**src/rtl/pc_fetch_gen.sv**
```systemverilog
// pc_fetch_gen: program counter and fetch requester for the core front end.
//
// Issues sequential fetch addresses over a valid/ready handshake with at most
// MAX_OUT requests in flight. Trap and jump redirects (trap has priority)
// reload the PC with a STEP-aligned target. Responses that were in flight
// when a redirect happened are discarded. Accepted instructions reach decode
// one cycle after their response, tagged with the PC they were fetched from.
//
// Ports:
//   clk, rst          clock (rising edge), synchronous active-high reset
//   trap, trap_addr   trap redirect request and target
//   jump, jump_addr   branch/jump redirect request and target
//   hold              stall; suppresses new fetch requests
//   fetch_valid/ready fetch request handshake; fetch_addr is the current PC
//   resp_valid/inst   in-order memory response, one per accepted request
//   inst_valid/o/pc   registered instruction to decode and its PC
//   misalign          registered pulse: accepted redirect target was unaligned
//
// Optional build macro PC_FETCH_PERF_EN adds 32-bit perf_fetch (accepted
// fetches) and perf_drop (discarded responses) counters.
module pc_fetch_gen #(
  parameter int unsigned       ADDR_W     = 32,
  parameter int unsigned       INST_W     = 32,
  parameter logic [ADDR_W-1:0] RESET_ADDR = '0,
  parameter int unsigned       STEP       = 4,
  parameter int unsigned       MAX_OUT    = 4
) (
  input  logic              clk,
  input  logic              rst,
  input  logic              trap,
  input  logic [ADDR_W-1:0] trap_addr,
  input  logic              jump,
  input  logic [ADDR_W-1:0] jump_addr,
  input  logic              hold,
  output logic              fetch_valid,
  input  logic              fetch_ready,
  output logic [ADDR_W-1:0] fetch_addr,
  input  logic              resp_valid,
  input  logic [INST_W-1:0] resp_inst,
  output logic              inst_valid,
  output logic [INST_W-1:0] inst_o,
  output logic [ADDR_W-1:0] inst_pc,
  output logic              misalign
`ifdef PC_FETCH_PERF_EN
  ,
  output logic [31:0]       perf_fetch,
  output logic [31:0]       perf_drop
`endif
);

  localparam int unsigned       CNT_W    = $clog2(MAX_OUT + 1);
  localparam int unsigned       PTR_W    = (MAX_OUT > 1) ? $clog2(MAX_OUT) : 1;
  localparam logic [CNT_W-1:0]  MAX_CNT  = CNT_W'(MAX_OUT);
  localparam logic [PTR_W-1:0]  PTR_LAST = PTR_W'(MAX_OUT - 1);
  localparam logic [ADDR_W-1:0] STEP_V   = ADDR_W'(STEP);
  localparam logic [ADDR_W-1:0] OFF_MASK = ADDR_W'(STEP - 1);

  logic [ADDR_W-1:0] pc;
  logic [CNT_W-1:0]  outst;
  logic [CNT_W-1:0]  drop;
  logic [PTR_W-1:0]  wr_ptr;
  logic [PTR_W-1:0]  rd_ptr;
  logic [ADDR_W-1:0] tag_mem [MAX_OUT];

  logic              redirect;
  logic [ADDR_W-1:0] target;
  logic              fire;
  logic              resp_accept;
  logic              discard;
  logic [ADDR_W-1:0] head;

  // Pointer increment wraps at MAX_OUT so non-trivial depths need no padding.
  function automatic logic [PTR_W-1:0] ptr_inc(input logic [PTR_W-1:0] p);
    return (p == PTR_LAST) ? '0 : p + PTR_W'(1);
  endfunction

  always_comb begin
    redirect    = trap | jump;
    target      = trap ? trap_addr : jump_addr;
    fetch_valid = !rst && !hold && !redirect && (outst < MAX_CNT);
    fetch_addr  = pc;
    fire        = fetch_valid && fetch_ready;
    // A response with nothing outstanding is stale (e.g. from before reset).
    resp_accept = resp_valid && (outst != '0);
    // Responses accepted on a redirect edge or while drop is pending are stale.
    discard     = resp_accept && (redirect || (drop != '0));
    head        = tag_mem[rd_ptr];
  end

  always_ff @(posedge clk) begin
    if (fire) tag_mem[wr_ptr] <= pc;
  end

  always_ff @(posedge clk) begin
    if (rst) begin
      pc         <= RESET_ADDR;
      outst      <= '0;
      drop       <= '0;
      wr_ptr     <= '0;
      rd_ptr     <= '0;
      inst_valid <= 1'b0;
      inst_o     <= '0;
      inst_pc    <= '0;
      misalign   <= 1'b0;
    end else begin
      if (redirect) pc <= target & ~OFF_MASK;
      else if (fire) pc <= pc + STEP_V;

      misalign <= redirect && ((target & OFF_MASK) != '0);
      outst    <= outst + CNT_W'(fire) - CNT_W'(resp_accept);

      if (fire)        wr_ptr <= ptr_inc(wr_ptr);
      if (resp_accept) rd_ptr <= ptr_inc(rd_ptr);

      // Every request still in flight after a redirect edge is stale.
      if (redirect) drop <= outst - CNT_W'(resp_accept);
      else if (resp_accept && (drop != '0)) drop <= drop - CNT_W'(1);

      inst_valid <= resp_accept && !discard;
      if (resp_accept && !discard) begin
        inst_o  <= resp_inst;
        inst_pc <= head;
      end
    end
  end

`ifdef PC_FETCH_PERF_EN
  always_ff @(posedge clk) begin
    if (rst) begin
      perf_fetch <= '0;
      perf_drop  <= '0;
    end else begin
      if (fire)    perf_fetch <= perf_fetch + 32'd1;
      if (discard) perf_drop  <= perf_drop + 32'd1;
    end
  end
`endif

endmodule

```
**config.mk**
```make
export PLATFORM = sky130hd
export DESIGN_NAME = pc_fetch_gen
export DESIGN_NICKNAME = d
export VERILOG_FILES = /design/src/rtl/pc_fetch_gen.sv
export SDC_FILE = /design/constraint.sdc
export NUM_CORES = 1
export LEC_CHECK = 0
export ABC_AREA = 1
export CORE_MARGIN = 3
export CORE_UTILIZATION = 46
export CTS_CLUSTER_DIAMETER = 50
export DETAILED_ROUTE_END_ITERATION = 8
export MAX_ROUTING_LAYER = met4
export PLACE_DENSITY_LB_ADDON = 0.05
export RECOVER_POWER = 50
export SYNTH_ARGS = -nofsm -noshare
export SYNTH_HDL_FRONTEND = slang
export SYNTH_SLANG_ARGS = --single-unit
```
**constraint.sdc**
```tcl
create_clock -name clk -period 3.06 [get_ports clk]
set_clock_uncertainty 0.15 [all_clocks]
set_input_delay 0.612 -clock clk [delete_from_list [all_inputs] [get_ports clk]]
set_output_delay 0.612 -clock clk [all_outputs]
set_load 0.1 [all_outputs]
```
Word level (Yosys, flattened, before mapping)
Memories as Yosys holds them, arrays and structs flattened. A register that Yosys moved wholly into a read port is not among the register bits.
Index checks and enable logic that the tools add are counted.
- bits in registers: 76
- RAM bits: 128
- input bits: 103
- output and inout bits: 99
- memories: 1
- memories (name ; depth ; width ; read ports ; clocked after Yosys merged registers in ; write ports ; RTL line ; RTL):
    tag_mem ; 4 ; 32 ; 1 ; 1 ; 1 ; 63 ; logic [ADDR_W-1:0] tag_mem [MAX_OUT];
- $add $sub $neg: 7
- $lt $le $gt $ge: 1
- eq/ne operators: 2
- muxes and demuxes: 9
- bitwise logic cells: 1
- reduce and logical (&&, ||, !) cells: 20
- operators with widths (kind ; number):
    32-bit two-way mux ; 3
    32-bit by 3-bit adder with 32-bit output, second input constant ; 1
    32-bit nonzero test ; 1
    1-bit logical AND ; 9
    3-bit two-way mux ; 2
    3-bit nonzero test ; 2
    3-bit by 1-bit subtractor with 3-bit output ; 2
    2-bit by 1-bit adder with 2-bit output, second input constant ; 2
    2-bit == test, second input constant ; 2
    1-bit logical NOT ; 4
    2-bit two-way mux ; 2
    2-bit nonzero test ; 2
    3-bit by 1-bit adder with 3-bit output ; 1
    3-bit less-than comparator, second input constant ; 1
    3-bit by 1-bit subtractor with 3-bit output, second input constant ; 1
    1-bit two-way mux ; 2
    2-bit OR reduction ; 1
    1-bit logical OR ; 1
    1-bit bitwise OR ; 1

Logic depth before layout (Yosys ltp)
Gate-level depths: netlist (run 1).
- word-level depth: 7
- depth in mapped cells: 13
- mapped depth without buffers: 12

Worst setup path before layout (run 1)
OpenSTA, ideal clock, no wires.
- path kind: in2reg
- from: input trap
- to: memory tag_mem[0][10] (enable)
- library setup time: 0.417 ns
- arrival: 3.119 ns
- data required time: 2.493 ns
- path slack: -0.626 ns
- stages: 6
- cells stage by stage: buf_2 > nor2_4 > inv_4 > nor2_4 > nand2_4 > nor2_1
- cells in the longest elaborated chain, start to end: 7
- RTL lines (item ; RTL line ; RTL):
    from (decl) ; 30 ; input logic trap,
    1-bit bitwise OR ; 78 ; redirect = trap | jump;
    1-bit logical NOT ; 80 ; fetch_valid = !rst && !hold && !redirect && (outst < MAX_CNT);
    1-bit logical AND (2 in series) ; 80 ;
    named net fetch_valid ; 35 ; output logic fetch_valid,
    1-bit logical AND ; 82 ; fire = fetch_valid && fetch_ready;
    1-bit two-way mux ; 91 ; if (fire) tag_mem[wr_ptr] <= pc;
    1-bit two-way mux (not written as such) ; 91 ;
    to (decl) ; 63 ;
The timed path passes the listed nets, and every way through them passes these cells.

Worst setup path after layout (run 1)
- from: input jump
- to: memory tag_mem[2][23] (enable)
- cells in the longest elaborated chain, start to end: 7
- RTL lines (item ; RTL line ; RTL):
    from (decl) ; 32 ; input logic jump,
    1-bit bitwise OR ; 78 ;
    1-bit logical NOT ; 80 ;
    1-bit logical AND (2 in series) ; 80 ;
    1-bit logical AND ; 82 ;
    1-bit two-way mux ; 91 ;
    1-bit two-way mux (not written as such) ; 91 ;
Every way passes these cells.

==> results.yml, run 1 <==
timing:
  fmax_ghz: 0.378
  final.period_utilization: 0.865
  whs_ns: 0.310
  rsz0062_at_grt: "false"
  relSlewSlack: 0.166
  finalMaxSlewViolations: 0
  fin_crit_ns: 2.65
  tightest_slew_ns: 1.25
  setup_ws_ns: 0.414
  setup_viol: 0
  hold_viol: 0
detailed_routing:
  drtAntennaViolNets: 0
  wirelength_mm: 25.9
  dr.pass1.iters: 7
  viasPerCell: 5.05
  wl_per_cell_um: 16.2
  drc: 0
  drt_iter0_markers: 523
  dr_total_vias: 8068
floorplanning:
  core_um2: 20500
  die_w_um: 152
  die-area_um2: 23000
  initial_core_util: 0.476
  fp-row-count: 52
  die_h_um: 152
  num_io_pins: 202
cts:
  cts-root-buf: "clkbuf_16"
  ctsResizeCount: 0
  ctsHoldBuffers: 0
  cts_buffers: 27
  clk_latency_ns: 0.51
  clkTransAtPathRegs_ns: 0.06
  cts_setup_buffers: 0
  cts_tree: "yes"
  cts_max_level: 1
  cts_buffer_depth: 3
  cts.sinks: 224
grt:
  grt_pass1_vias: 7449
  gr-total-overflow: 0
  antenna_found_initial: 0
  grt_first_pass_wirelength_mm: 40.2
  grt_max_degree: 67
  grtUsageTotal: 0.225
critical_path:
  startpoint_type: "input pin"
  arrival_ns: 2.63
  cp_common_cell: "nor2_1"
  slowest_delay_ns: 0.60
  critPathRequiredTime_ns: 3.05
  path_buf_inv: 4
  crit_family: "buffers and inverters"
  critical_path_class: "in2reg"
  endpoint_kind: "flip-flop"
  slowest_stage: "clkbuf_1"
  cp_max_fo: 10
  worstPathCellList: "dlygate4sd3_1 > nor2_1 > inv_4 > nor2_4 > nand2_4 > buf_4 > nor2_1 > clkbuf_1"
pwr:
  p_clk_frac: 0.339
  netSwitchingFraction: 0.344
  power_frac_comb: 0.265
  powerDensity_nw_per_um2: 716
  p_int_mw: 5.82
  p_leak_nw: 4.50
  ir_drop_uv: 380
  seqPwrFrac: 0.396
  p_sw_mw: 3.05
cells_and_area:
  diodes: 0
  nets: 1425
  drive_gt1_frac: 0.0820
  area_growth_pct: 27.1
  fin_util: 0.604
synthesis:
  synth_edf_count: 120
  ys_async_sr_fraction: 0
  yosysUniqueCellTypes: 37
  avgSynthCellArea_um2: 8.73
  postSynthCellCount: 1117
  yosys_warnings: 0
  netlist_area_um2: 9750
  ys_ff_latch: 224
  yosysSeqAreaShare: 0.583
  synth-main-ff-cell: "edfxtp_1"
worst_hold_path:
  hold_class: "reg2reg"
placed_design:
  place_ws_ns: 0.151
  dp_hpwl_mm: 17.1
  portBuffers: 197
  place.gp.congestion: 0.891
job:
  cap_viol_max_count: 0
outcome:
  status: "finished clean"
## path summary, 6_finish.rpt
kind | startpoint | end | slack [ns] | cells after the start
worst max register to register | rd_ptr[0] | inst_pc[18] | 0.72 | 6
worst min-delay path | inst_pc[16] | inst_pc[16] | 0.31 | 2
worst max-delay path | jump | tag_mem[2][23] | 0.41 | 8
worst min register to register | inst_pc[16] | inst_pc[16] | 0.31 | 2
## worst reg2reg max path, stage by stage, from the launching register on
cell and delay, ns:
dfxtp_2 0.32, clkinv_1 0.77, buf_12 0.49, o21ai_0 0.22
o21ai_0 0.11, nand2_1 0.07, a21oi_1 0.05
## layout by cell type (no fill, tap or decap), types with 4 or more instances in the layout
cell and count:
xnor2_1 5, edfxtp_1 120, clkbuf_8 5, o21ai_1 29, xor2_1 5, buf_12 4
o21ai_0 143, dfxtp_1 103, inv_1 41, conb_1 4, buf_4 48, nand2_1 180
nand3_1 26, clkbuf_1 81, a21oi_1 88, ha_1 10, clkdlybuf4s50_1 100, clkbuf_16 27
nor2_1 267
## synth_stat cells (all sizes together) (5+ instances only)
library cell | n | area (um^2)
nand3 | 26 | 130
xor2 | 5 | 43.8
o21ai | 172 | 861
ha | 12 | 150
nor2 | 271 | 1030
edfxtp | 120 | 3600
buf | 21 | 150
inv | 46 | 178
xnor2 | 5 | 43.8
clkbuf | 44 | 165
dfxtp | 104 | 2080
nand2 | 183 | 718
a21oi | 88 | 440
## stage by stage
stage	cell area (um^2)	setup TNS, ns	power, mW	instances
after CTS	12700	0	9.02	1599
final	12400	0	8.87	1599
after floorplan	9810	-13.45	5.34	1120
after detailed placement	11800	0	6.01	1550
after global routing	12400	0	9.32	1599
after global placement	11800	0	5.98	1550
## kinds of logic after synthesis
kind of cell | after synthesis | share of synthesized area
and+or+nand+nor | 488 | 0.199
AOI/OAI and AO/OA | 269 | 0.140
DFF | 224 | 0.583
buffers and inverters | 112 | 0.0510
adders and majority gates | 13 | 0.0175
xor gates and xnor gates | 10 | 0.00899
other | 1 | 0.000385
## area by class of cell
type / instances / area, um^2
clock buffers: 44 / 790
clock inverters: 5 / 60.1
fillers: 1886 / 8110
inverters: 47 / 181
multi-input cells: 784 / 3600
flip-flops and latches: 224 / 5690
well taps: 270 / 338
repair buffers: 225 / 1730
## metal layers
metal  vias to the layer above  wire length, um  GRT usage  part of all wire
li1                       4097                -          -                 -
met1                      3696            11600      0.311              0.45
met2                       245            12200      0.361              0.47
met3                        30             1570     0.0303             0.061
met4                         0              405     0.0467             0.016
met5                         -                0          -                 0
## power by group through the flow
stage,clock (mW),sequential (mW),combinational [mW]
floorplan,0,4.31,1.03
global placement,0,3.57,2.41
detailed placement,0,3.58,2.43
CTS,3.07,3.51,2.43
global route,3.22,3.54,2.56
finish,3.00,3.51,2.35
## flip-flops by register name, indices dropped and copies added, names as in the netlist, 2 cells and up
signal      count
wr_ptr          2
drop            3
fetch_addr     30
inst_pc        30
outst           3
tag_mem       120
rd_ptr          2
inst_o         32
Note: power is estimated with default switching activity, not from simulation.
==> inputs of run 2 (changes only) <==
CAP_MARGIN = 20   (was not set)
CORE_MARGIN = 8   (was 3)
==> run 2 against run 1 <==
Core utilization shrank 0.92 points. Register-to-register slack lost 0.11 ns. Worst setup slack gained 0.010 ns. Maximum frequency grew 0.39%. Critical path depth is the same. Critical path type unchanged.
==> results.yml, run 2 (same netlist as run 1, synthesis figures left out) <==
detailed_routing:
  dr_total_vias: 8133
  wl_per_cell_um: 16.7
  drt_iter0_markers: 527
  drc: 0
  dr.pass1.iters: 5
  wirelength_mm: 26.8
  viasPerCell: 5.06
  drtAntennaViolNets: 0
cells_and_area:
  final_common_cell: "nor2_1"
  top_register: "tag_mem"
  area_growth_pct: 27.6
  final_cell_mix: "nor2_1, nand2_1, o21ai_0"
  largest_reg_flops: 120
  diodes: 0
  nets: 1425
  largestRegisters: "tag_mem (120), inst_o (32)"
  drive_gt1_frac: 0.0879
critical_path:
  arrival_ns: 2.63
  critPathRequiredTime_ns: 3.05
  endpoint_kind: "flip-flop"
  critical_path_class: "in2reg"
  startpoint_type: "input pin"
  cp_max_fo: 12
outcome:
  status: "finished clean"
floorplanning:
  die_w_um: 162
  die_h_um: 162
  initial_core_util: 0.467
  num_io_pins: 202
  core_um2: 20900
  fp-row-count: 53
  die-area_um2: 26100
timing:
  hold_viol: 0
  final.period_utilization: 0.861
  rsz0062_at_grt: "false"
  tightest_slew_ns: 1.27
  relSlewSlack: 0.156
  fmax_ghz: 0.379
  finalMaxSlewViolations: 0
  fin_crit_ns: 2.64
  setup_viol: 0
  setup_ws_ns: 0.424
cts:
  cts_tree: "yes"
  cts_buffer_depth: 3
  clkTransAtPathRegs_ns: 0.06
  clk_latency_ns: 0.54
  cts_setup_buffers: 0
  cts.sinks: 224
  ctsResizeCount: 0
  cts-root-buf: "clkbuf_16"
  cts_buffers: 28
  cts_max_level: 1
  ctsHoldBuffers: 0
worst_hold_path:
  hold_class: "reg2reg"
job:
  cap_viol_max_count: 0
placed_design:
  place_ws_ns: 0.182
  place.gp.congestion: 0.879
  portBuffers: 197
  dp_hpwl_mm: 17.8
grt:
  grt_first_pass_wirelength_mm: 42.5
  grtUsageTotal: 0.207
  grt_pass1_vias: 7908
  grt_max_degree: 67
  antenna_found_initial: 0
  gr-total-overflow: 0
pwr:
  power_mw: 9.02
  p_leak_nw: 4.51
  ir_drop_uv: 461
  powerDensity_nw_per_um2: 726
## run 2: stage by stage
step                      utilization  hold slack (ns)  TNS [ns]  area [um^2]  instances
after floorplan                     -            0.289    -13.45         9810       1120
after global placement          0.565            0.302         0        11800       1554
after detailed placement        0.565            0.305         0        11800       1554
after CTS                       0.609            0.314         0        12700       1606
after global routing            0.595            0.329         0        12400       1606
final                           0.595            0.312         0        12400       1606
## run 2: worst paths after layout
path	from	endpoint	slack [ns]	cells past startpoint
worst max-delay path	trap	tag_mem[1][2]	0.42	8
worst min-delay path	inst_pc[26]	inst_pc[26]	0.31	2
worst max register to register	rd_ptr[0]	inst_pc[18]	0.61	6
worst min register to register	inst_pc[26]	inst_pc[26]	0.31	2
## run 2: worst max-delay path, stage by stage
cell and delay (ns):
clkdlybuf4s50_1 0.45, nor2_4 0.16, inv_4 0.04, nor2_1 0.29, nand2_4 0.08, buf_4 0.20, nor2_2 0.11, clkbuf_1 0.69
## run 2: cell type report
type	instances	area, um^2
clock buffer	33	729
clock inverter	19	183
fill	1967	8460
inverter	47	181
multi-input combinational	784	3590
sequential	224	5690
tap	275	344
timing repair buffer	224	1720
## run 2: metal layers
metal | vias to the layer above | track usage | part of all wire
met5 | - | - | 0
met4 | 0 | 0.0404 | 0.010
met3 | 23 | 0.0328 | 0.052
met2 | 234 | 0.340 | 0.48
met1 | 3770 | 0.268 | 0.46
li1 | 4106 | - | -
## run 2: power by group
group	leakage [nW]	internal, mW	total (mW)	switching (mW)
sequential	1.95	3.34	3.55	0.214
combinational	2.13	0.622	2.30	1.68
clock	0.429	1.89	3.17	1.28
==> inputs of run 3 (changes only) <==
CELL_PAD_IN_SITES_DETAIL_PLACEMENT = 0   (was not set)
CELL_PAD_IN_SITES_GLOBAL_PLACEMENT = 1   (was not set)
CORE_UTILIZATION = 38   (was 46)
clock period = 2.5 ns   (was 3.06 ns; I/O delays follow)
==> run 3 against run 2 <==
Register-to-register slack lost 0.32 ns. Flip-flop and latch count is the same. Die area grew 19%. Total power grew 24%. Critical endpoint is now fetch_addr[13].
==> results.yml, run 3 (same netlist as run 1, synthesis figures left out) <==
timing:
  fin_tns_setup_ns: 0
  setup_viol: 0
  finalMaxSlewViolations: 0
  fin_crit_ns: 2.29
  relSlewSlack: 0.245
  tightest_slew_ns: 1.13
  final.period_utilization: 0.916
  hold_viol: 0
  rsz0062_at_grt: "false"
  fmax_ghz: 0.437
detailed_routing:
  wl_per_cell_um: 16.5
  dr_total_vias: 8115
  wirelength_mm: 27.8
  viasPerCell: 4.82
  dr.pass1.iters: 4
  drtAntennaViolNets: 0
  drc: 0
  drt_iter0_markers: 391
cells_and_area:
  final_cell_mix: "nor2_1, nand2_1, o21ai_0"
  fin_util: 0.512
  area_growth_pct: 32.2
  final_common_cell: "nor2_1"
  drive_gt1_frac: 0.151
  final.fill_count: 2448
  largest_reg_flops: 120
  final_cells: 1684
  diodes: 0
  largestRegisters: "tag_mem (120), inst_o (32)"
  nets: 1447
  top_register: "tag_mem"
cts:
  cts_tree: "yes"
  cts.sinks: 224
  clk_latency_ns: 0.54
  cts_setup_buffers: 0
  cts_max_level: 1
  ctsResizeCount: 0
  cts_buffer_depth: 3
  cts_buffers: 29
  clkTransAtPathRegs_ns: 0.06
  cts-root-buf: "clkbuf_16"
  ctsHoldBuffers: 0
grt:
  grt_pass1_vias: 7952
  grt_first_pass_wirelength_mm: 44.0
  gr-usage-met3: 0.0346
  top_usage_layer: "met2"
  antenna_found_initial: 0
  grt.met2_usage: 0.288
  met1_usage: 0.242
  grt_max_degree: 67
  grtUsageTotal: 0.182
  gr-total-overflow: 0
pwr:
  p_sw_mw: 3.93
  p_leak_nw: 4.86
  power_frac_comb: 0.263
  netSwitchingFraction: 0.349
  powerDensity_nw_per_um2: 871
  p_clk_frac: 0.355
  seqPwrFrac: 0.382
  power_mw: 11.2
  p_int_mw: 7.31
  ir_drop_uv: 585
critical_path:
  critical_path_class: "reg2out"
  startpoint_type: "flip-flop"
  arrival_ns: 1.64
  critPathRequiredTime_ns: 1.85
  endpoint_kind: "output pin"
  cp_max_fo: 7
placed_design:
  portBuffers: 197
  dp_cells: 1630
  dp_hpwl_mm: 19.5
  place.gp.congestion: 0.801
job:
  cap_viol_max_count: 0
outcome:
  status: "finished clean"
floorplanning:
  die-area_um2: 31000
  num_io_pins: 202
  die_w_um: 176
  core_um2: 25200
  die_h_um: 176
  fp-row-count: 58
  initial_core_util: 0.387
worst_hold_path:
  hold_class: "reg2reg"
-- run 3: cell types whose count changed in the layout (fill, tap and decap cells not counted), moves of 3 or more --
cell        before  now
buf_12           3   11
buf_4           49   58
clkbuf_1        70   12
clkbuf_2         4   66
clkinv_1         6    3
clkinv_2         2    6
clkinvlp_4       5    2
nor2_2           5    1
nor2_4           1    5
-- run 3: through the flow --
stage / area, um^2 / setup WS (ns) / hold slack [ns]
after floorplan: 9840 / -0.535 / 0.289
after CTS: 13100 / 0.196 / 0.314
after detailed placement: 12200 / -0.293 / 0.305
final: 12900 / 0.210 / 0.311
after global placement: 12200 / -0.273 / 0.302
after global routing: 12900 / 0.0747 / 0.331
-- run 3: worst paths after layout --
check,from,to,cells after the start,slack [ns]
worst max-delay path,fetch_addr[13],fetch_addr[13],2,0.21
worst min-delay path,inst_pc[14],inst_pc[14],2,0.31
worst max register to register,rd_ptr[0],inst_pc[3],5,0.29
worst min register to register,inst_pc[14],inst_pc[14],2,0.31
-- run 3: power by group through the flow --
stage	logic [mW]	registers, mW	clock network, mW
after global placement	3.08	4.37	0
after detailed placement	3.09	4.37	0
after CTS	3.10	4.30	4.09
after global routing	3.28	4.32	4.22
after floorplan	1.26	5.27	0
final	2.95	4.29	3.99
-- run 3: final cells by class --
cell class,count,area (um^2),share of cell area
Tap cell,330,413,0.0320
Inverter,47,180,0.0140
Sequential cell,224,5690,0.441
Clock buffer,39,815,0.0632
Clock inverter,15,131,0.0102
Multi-Input combinational cell,784,3630,0.281
Timing Repair Buffer,245,2040,0.158
-- run 3: worst max-delay path, stage by stage (launching register included) --
cell,delay (ns)
dfxtp_1,0.36
clkbuf_1,0.37
buf_4,0.37
-- run 3: per-layer routing --
metal	up-vias	wire, um
met2	190	12900
met5	-	0
met4	0	388
li1	4158	-
met3	34	1380
met1	3733	13200
